### src/rtl/alu_share_arbiter.sv
// alu_share_arbiter
// One 40-bit adder/shift-accumulator shared between the left and right ALU
// sequencers. Each channel keeps its own accumulator and sticky overflow flag;
// a round-robin arbiter with lockable, length-limited bursts decides which
// channel's op goes through the shared datapath on each Sclk edge.
module alu_share_arbiter #(
   parameter int WIDTH     = 40,
   parameter int MAX_BURST = 16,
   parameter int CNT_W     = 5
) (
   input  logic             Sclk,
   input  logic             Reset_n,
   input  logic             Clear,
   input  logic             req_L,
   input  logic [2:0]       op_L,
   input  logic [WIDTH-1:0] opnd_L,
   input  logic             lock_L,
   input  logic             req_R,
   input  logic [2:0]       op_R,
   input  logic [WIDTH-1:0] opnd_R,
   input  logic             lock_R,
   output logic             gnt_L,
   output logic             gnt_R,
   output logic [WIDTH-1:0] acc_L,
   output logic [WIDTH-1:0] acc_R,
   output logic             ovf_L,
   output logic             ovf_R,
   output logic [1:0]       owner
);

   // Ownership states, also driven straight out on the owner port.
   localparam logic [1:0] OWN_IDLE = 2'b00;
   localparam logic [1:0] OWN_L    = 2'b01;
   localparam logic [1:0] OWN_R    = 2'b10;

   localparam logic [2:0] OP_ADD  = 3'b000;
   localparam logic [2:0] OP_SUB  = 3'b001;
   localparam logic [2:0] OP_SHR  = 3'b010;
   localparam logic [2:0] OP_CLR  = 3'b011;
   localparam logic [2:0] OP_LOAD = 3'b100;

   localparam logic [CNT_W-1:0] BURST_CAP = CNT_W'(MAX_BURST);

   logic [1:0]       ownerQ, ownerD;
   logic             prioR, prioD;      // 1: right channel wins the next tie
   logic [CNT_W-1:0] burstCnt, cntD;
   logic [WIDTH-1:0] accL, accR;
   logic             ovfL, ovfR;

   logic             grantL, grantR;
   logic             viaIdle;           // grant decided by the IDLE rules
   logic             atMax;

   logic [2:0]       aluOp;
   logic [WIDTH-1:0] aluOpnd, aluAcc, aluSum, aluDiff, resAcc;
   logic             aluOvf, resOvf;

   assign atMax = (burstCnt == BURST_CAP);

   // Arbitration: who owns the shared datapath on the coming edge.
   always_comb begin
      // NOTE: every output of a combinational block gets a default first so no latch is inferred.
      grantL  = 1'b0;
      grantR  = 1'b0;
      viaIdle = 1'b0;
      case (ownerQ)
         OWN_L: begin
            if (req_L && !(atMax && req_R)) begin
               grantL = 1'b1;
            end else begin
               // Owner dropped or was forced out: only the right side can win.
               grantR  = req_R;
               viaIdle = 1'b1;
            end
         end
         OWN_R: begin
            if (req_R && !(atMax && req_L)) begin
               grantR = 1'b1;
            end else begin
               grantL  = req_L;
               viaIdle = 1'b1;
            end
         end
         default: begin
            viaIdle = 1'b1;
            if (req_L && req_R) begin
               grantL = !prioR;
               grantR = prioR;
            end else begin
               grantL = req_L;
               grantR = req_R;
            end
         end
      endcase
      // NOTE: grants are combinational, so they are gated by the async reset as well as Clear.
      if (Clear || !Reset_n) begin
         grantL = 1'b0;
         grantR = 1'b0;
      end
   end

   // Next ownership, priority pointer and burst count after this cycle's grant.
   always_comb begin
      ownerD = ownerQ;
      prioD  = prioR;
      cntD   = burstCnt;
      if (grantL || grantR) begin
         prioD = grantL;                // pointer moves to the channel not served
         if (!(grantL ? lock_L : lock_R)) begin
            ownerD = OWN_IDLE;
            cntD   = '0;
         end else if (viaIdle) begin
            ownerD = grantL ? OWN_L : OWN_R;
            cntD   = CNT_W'(1);
         end else if (!atMax) begin
            cntD = burstCnt + CNT_W'(1);
         end
      end else begin
         ownerD = OWN_IDLE;
         cntD   = '0;
      end
   end

   // Shared datapath: operands steered from the granted channel.
   always_comb begin
      aluOp   = grantR ? op_R   : op_L;
      aluOpnd = grantR ? opnd_R : opnd_L;
      aluAcc  = grantR ? accR   : accL;
      aluOvf  = grantR ? ovfR   : ovfL;
      aluSum  = aluAcc + aluOpnd;
      aluDiff = aluAcc - aluOpnd;
      resAcc  = aluAcc;
      resOvf  = aluOvf;
      case (aluOp)
         OP_ADD: begin
            resAcc = aluSum;
            resOvf = aluOvf | ((aluAcc[WIDTH-1] == aluOpnd[WIDTH-1]) &&
                               (aluSum[WIDTH-1] != aluAcc[WIDTH-1]));
         end
         OP_SUB: begin
            // Effective second operand is -opnd, so its sign is inverted.
            resAcc = aluDiff;
            resOvf = aluOvf | ((aluAcc[WIDTH-1] != aluOpnd[WIDTH-1]) &&
                               (aluDiff[WIDTH-1] != aluAcc[WIDTH-1]));
         end
         OP_SHR:  resAcc = {aluAcc[WIDTH-1], aluAcc[WIDTH-1:1]};
         OP_CLR: begin
            resAcc = '0;
            resOvf = 1'b0;
         end
         OP_LOAD: resAcc = aluOpnd;
         default: ;                     // NOP: granted, nothing changes
      endcase
   end

   // State registers: arbiter state plus both accumulator contexts.
   always_ff @(posedge Sclk or negedge Reset_n) begin
      if (!Reset_n) begin
         ownerQ   <= OWN_IDLE;
         prioR    <= 1'b0;
         burstCnt <= '0;
         accL     <= '0;
         accR     <= '0;
         ovfL     <= 1'b0;
         ovfR     <= 1'b0;
      end else if (Clear) begin
         ownerQ   <= OWN_IDLE;
         prioR    <= 1'b0;
         burstCnt <= '0;
         accL     <= '0;
         accR     <= '0;
         ovfL     <= 1'b0;
         ovfR     <= 1'b0;
      end else begin
         // NOTE: registered state uses non-blocking assignments so all flops update together.
         ownerQ   <= ownerD;
         prioR    <= prioD;
         burstCnt <= cntD;
         if (grantL) begin
            accL <= resAcc;
            ovfL <= resOvf;
         end
         if (grantR) begin
            accR <= resAcc;
            ovfR <= resOvf;
         end
      end
   end

   assign gnt_L = grantL;
   assign gnt_R = grantR;
   assign acc_L = accL;
   assign acc_R = accR;
   assign ovf_L = ovfL;
   assign ovf_R = ovfR;
   assign owner = ownerQ;

endmodule

### config.mk
export PLATFORM = sky130hd
export DESIGN_NAME = alu_share_arbiter
export DESIGN_NICKNAME = d
export VERILOG_FILES = /design/src/rtl/alu_share_arbiter.sv
export SDC_FILE = /design/constraint.sdc
export NUM_CORES = 1
export LEC_CHECK = 0
export CORE_MARGIN = 3
export CORE_UTILIZATION = 45
export CTS_CLUSTER_SIZE = 12
export DETAILED_ROUTE_END_ITERATION = 8
export GPL_TIMING_DRIVEN = 0
export HOLD_SLACK_MARGIN = 0.05
export PLACE_DENSITY = 0.71
export SYNTH_ARGS = -nofsm -noshare
export SYNTH_HDL_FRONTEND = slang
export SYNTH_SLANG_ARGS = --single-unit
export TNS_END_PERCENT = 50
### constraint.sdc
create_clock -name Sclk -period 5.9 [get_ports Sclk]
set_input_delay 1.77 -clock Sclk [delete_from_list [all_inputs] [get_ports Sclk]]
set_output_delay 1.77 -clock Sclk [all_outputs]
set_load 0.01 [all_outputs]
==> run_results.csv <==
group,metric,value,unit
layout,fin_util,0.6471,
setup_path,worst_path_largest_cell_delay,0.41,ns
cts,numCtsBuffers,9,
layout,nFillCells,2044,
run,drv_cap,0,
setup_path,critPathKind,"in -> reg",
synthesis,yosys_warnings,0,
place,io_buffers,177,
synthesis,ys_seq_area_frac,0.2026,
pwr,p_total,2.535,mW
synthesis,post-synth-top-count-cell,"nand2_1",
synthesis,syn_nets,1710,
setup_path,required,6.09,ns
global_routing,grt_max_degree,37,
pwr,internal-power,1.486,mW
detailed_routing,wire_per_inst,26.27,µm
sta,fin_crit_sh,0.9996,
sta,max_freq,169.6,MHz
synthesis,synthMuxAreaShare,0.05899,
cts,cts_tree,"built",
synthesis,ys.flop_type,"dfrtp_1",
synthesis,synth_top_family_by_area,"compound AO/OA/AOI/OAI gates",
synthesis,ys_types,86,
layout,drive_above_1_share,0.1786,
synthesis,synth_cells,1533,
global_routing,grt-ovfl-total,0,
synthesis,synth_seq_cells,90,
layout,antenna_cells,0,
synthesis,syn_avg_cell_area,7.250,µm²
cts,cts_hold_buf,0,
pwr,p_comb_frac,0.478,
synthesis,synthAdderAreaFrac,0.09591,
sta,fin_tns_setup,0,ns
synthesis,synth_compound_area_frac,0.3309,
detailed_routing,vias_per_cell,6.902,
pwr,p_sw,1.050,mW
cts,clk_path_buf_depth,2,
sta,finalCriticalPeriod,5.898,ns
cts,insertion_delay,0.35,ns
detailed_routing,wl,55.00,mm
synthesis,synthSimpleGateAreaFrac,0.2253,
synthesis,synth_area_leaders,"dfrtp_1, ha_1, a21oi_1, nand2_1, nor2_1",
pwr,seq_power_share,0.267,
detailed_routing,dr.pass1.iters,9,
layout,fin_nets,1947,
detailed_routing,ant_nets,0,
global_routing,grt_pass1_vias,13600,
global_routing,track_usage,0.3888,
layout,post-route-cell-area,15460,µm²
place,post-dp-hpwl,40.58,mm
synthesis,synthTopCellsByCount,"nand2_1, nor2_1, a21oi_1, inv_1, o21ai_0",
sta,fin_skew,0.008931,ns
setup_path,critPathMostFrequentCell,"buf_16",
detailed_routing,initialDrtViolationCount,2153,
pwr,max-vdd-ir-drop,0.1574,mV
synthesis,synth-edff-count,0,
place,placed_area,13340,µm²
layout,multiInputGateArea,9092,µm²
layout,area_delta_synth_final,39.11,%
sta,hold_violations,0,
sta,finalSetupViolCount,0,
setup_path,endpoint_kind,"flip-flop",
detailed_routing,vias,14450,
sta,tightest_slew,0.9554,ns
pwr,total_leakage_power,6.595,nW
global_routing,antenna_found_initial,0,
worst_hold_path,hp-class,"reg -> reg",
setup_path,crit_path_start_kind,"input pin",
setup_path,slowest_stage,"fa_2",
floorplan,rows,56,
setup_path,crit_fanout,7,
detailed_routing,drc_errors,0,
sta,setup_slack,0.002448,ns
synthesis,synth_xor_area_frac,0.01103,
sta,rsz0062_at_grt,"yes",
pwr,switching_share,0.4140,
sta,final_max_slew_viol_count,0,
floorplan,fp.dieH,163.2,µm
cts,cts-root-buf,"clkbuf_16",
place,place_ws,-2.197,ns
setup_path,arrival,6.09,ns
floorplan,die_area,26620,µm²
synthesis,async_flop_share,1.000,
setup_path,path_cells,"buf_16 > buf_16 > nor2b_2 > o211a_1 > o31ai_4 > inv_4 > buf_12 > buf_16 > mux2i_4 > inv_2 > fa_2 > a21o_1 > a221o_2 > and4_4 > o311a_4 > o211a_1 > a21o_1 > a221o_1 > a21oi_4 > a211oi_1",
layout,seq_area,2252,µm²
floorplan,start_util,0.4652,
floorplan,io_pins,179,
cts,cts.reportedPaths.clkPinSlew,0.07,ns
floorplan,dieWidth,163.2,µm
global_routing,grt_pass1_wl,79.36,mm
cts,htree_levels,3,
place,gp_congestion,1.103,
floorplan,coreArea,23890,µm²
synthesis,yosys.area.top_type,"dfrtp_1",
pwr,cellPowerDensity,164.0,nW/µm²
outcome,status,"completed",
pwr,p_clk_frac,0.254,
synthesis,netlist_area,11110,µm²
sta,max_slew_margin,0.3466,
cts,cts_sinks,90,
synthesis,synth_top_area_frac,0.2026,
-- final cells by class --
cell class | instances | area share
multi-input combinational | 1237 | 0.5881
timing repair buffer | 236 | 0.1538
inverter | 100 | 0.02444
tap | 319 | 0.02582
sequential | 90 | 0.1457
clock buffer | 10 | 0.01481
buffer | 96 | 0.04119
clock inverter | 6 | 0.006150
-- sequential cells by signal (all words and copies together), names as in the netlist --
signal and flops:
owner 2, acc_R 40, ovf_L 1, prioR 1
burstCnt 5, ovf_R 1, acc_L 40
-- critical path, delay by kind of cell --
| family | cells | cell delay [ns] |
|---|---|---|
| AO/OA/AOI/OAI | 10 | 2.48 |
| adder cells (fa/ha/maj) | 1 | 0.41 |
| buffers and inverters | 6 | 0.76 |
| multiplexers | 1 | 0.29 |
| AND/OR/NAND/NOR | 2 | 0.34 |
-- logic make-up (layout without fill, tap and decap cells) --
| logic type | after synthesis | after routing |
|---|---|---|
| compound gates | 536 | 536 |
| buf+inv | 206 | 448 |
| fa+ha+maj | 84 | 84 |
| mux | 64 | 64 |
| simple gates | 539 | 539 |
| flops | 90 | 90 |
| xor+xnor | 14 | 14 |
-- per-stage QoR --
| stage | hold WS (ns) | cells |
|---|---|---|
| after floorplan | 0.4705 | 1533 |
| after global placement | 0.4969 | 2029 |
| after detailed placement | 0.5022 | 2030 |
| after CTS | 0.5183 | 2070 |
| after global routing | 0.5783 | 2094 |
| final | 0.5166 | 2094 |
-- what timing repair did --
| item | 4_1_cts | 5_1_grt |
|---|---|---|
| resized for setup | 200 | 100 |
| setup buffers | 28 | 26 |
| gates cloned | 2 | 2 |
| pin swaps | 26 | 32 |
| endpoints found under the setup margin | 74 | 57 |
-- cells in the final DEF (no fill, tap or decap), drive strengths merged, types with 9 or more instances in the layout --
master         instances
a211oi                30
o221ai                20
o211ai                17
nor2                 152
clkbuf                71
nand4                  9
clkdlybuf4s50        173
nor2b                 17
mux2i                 55
a32o                   9
a221oi                15
a221o                 24
nor4                  12
o21ai                108
and2                   9
nand3                 68
mux2                   9
and3                   9
nand2b                20
or3                   16
a31o                  10
buf                   96
nand2                163
o31ai                 22
dfrtp                 90
a21oi                140
nor3                  35
o21bai                12
inv                  103
a21o                  27
a31oi                 16
ha                    82
-- per-layer routing --
metal,up-vias,share of wire,wire length (µm),track usage
li1,6146,-,-,-
met1,6710,0.35,19090,0.4662
met2,1257,0.43,23660,0.6040
met3,339,0.13,7157,0.09967
met4,0,0.093,5090,0.2803
met5,-,0,0,0
-- worst paths after layout --
check	from	to	slack, ns	depth (start not counted)
worst max-delay path	Reset_n	acc_R[34]	0.002	20
worst min-delay path	prioR	prioR	0.52	2
worst max register to register	burstCnt[0]	acc_L[31]	0.65	22
worst min register to register	prioR	prioR	0.52	2
max in group asynchronous	Reset_n	acc_R[22]	4.03	3
min in group asynchronous	Reset_n	burstCnt[0]	1.20	1
-- power groups by stage --
stage          Clock [mW]  Combinational [mW]  Sequential, mW
6_report            0.645                1.21           0.678
5_1_grt             0.665                1.27           0.679
4_1_cts             0.641                1.09           0.675
3_5_place_dp            0               0.975           0.685
3_3_place_gp            0               0.963           0.685
2_1_floorplan           0               0.574           0.688
No activity file was read; power rests on OpenSTA's default activity.
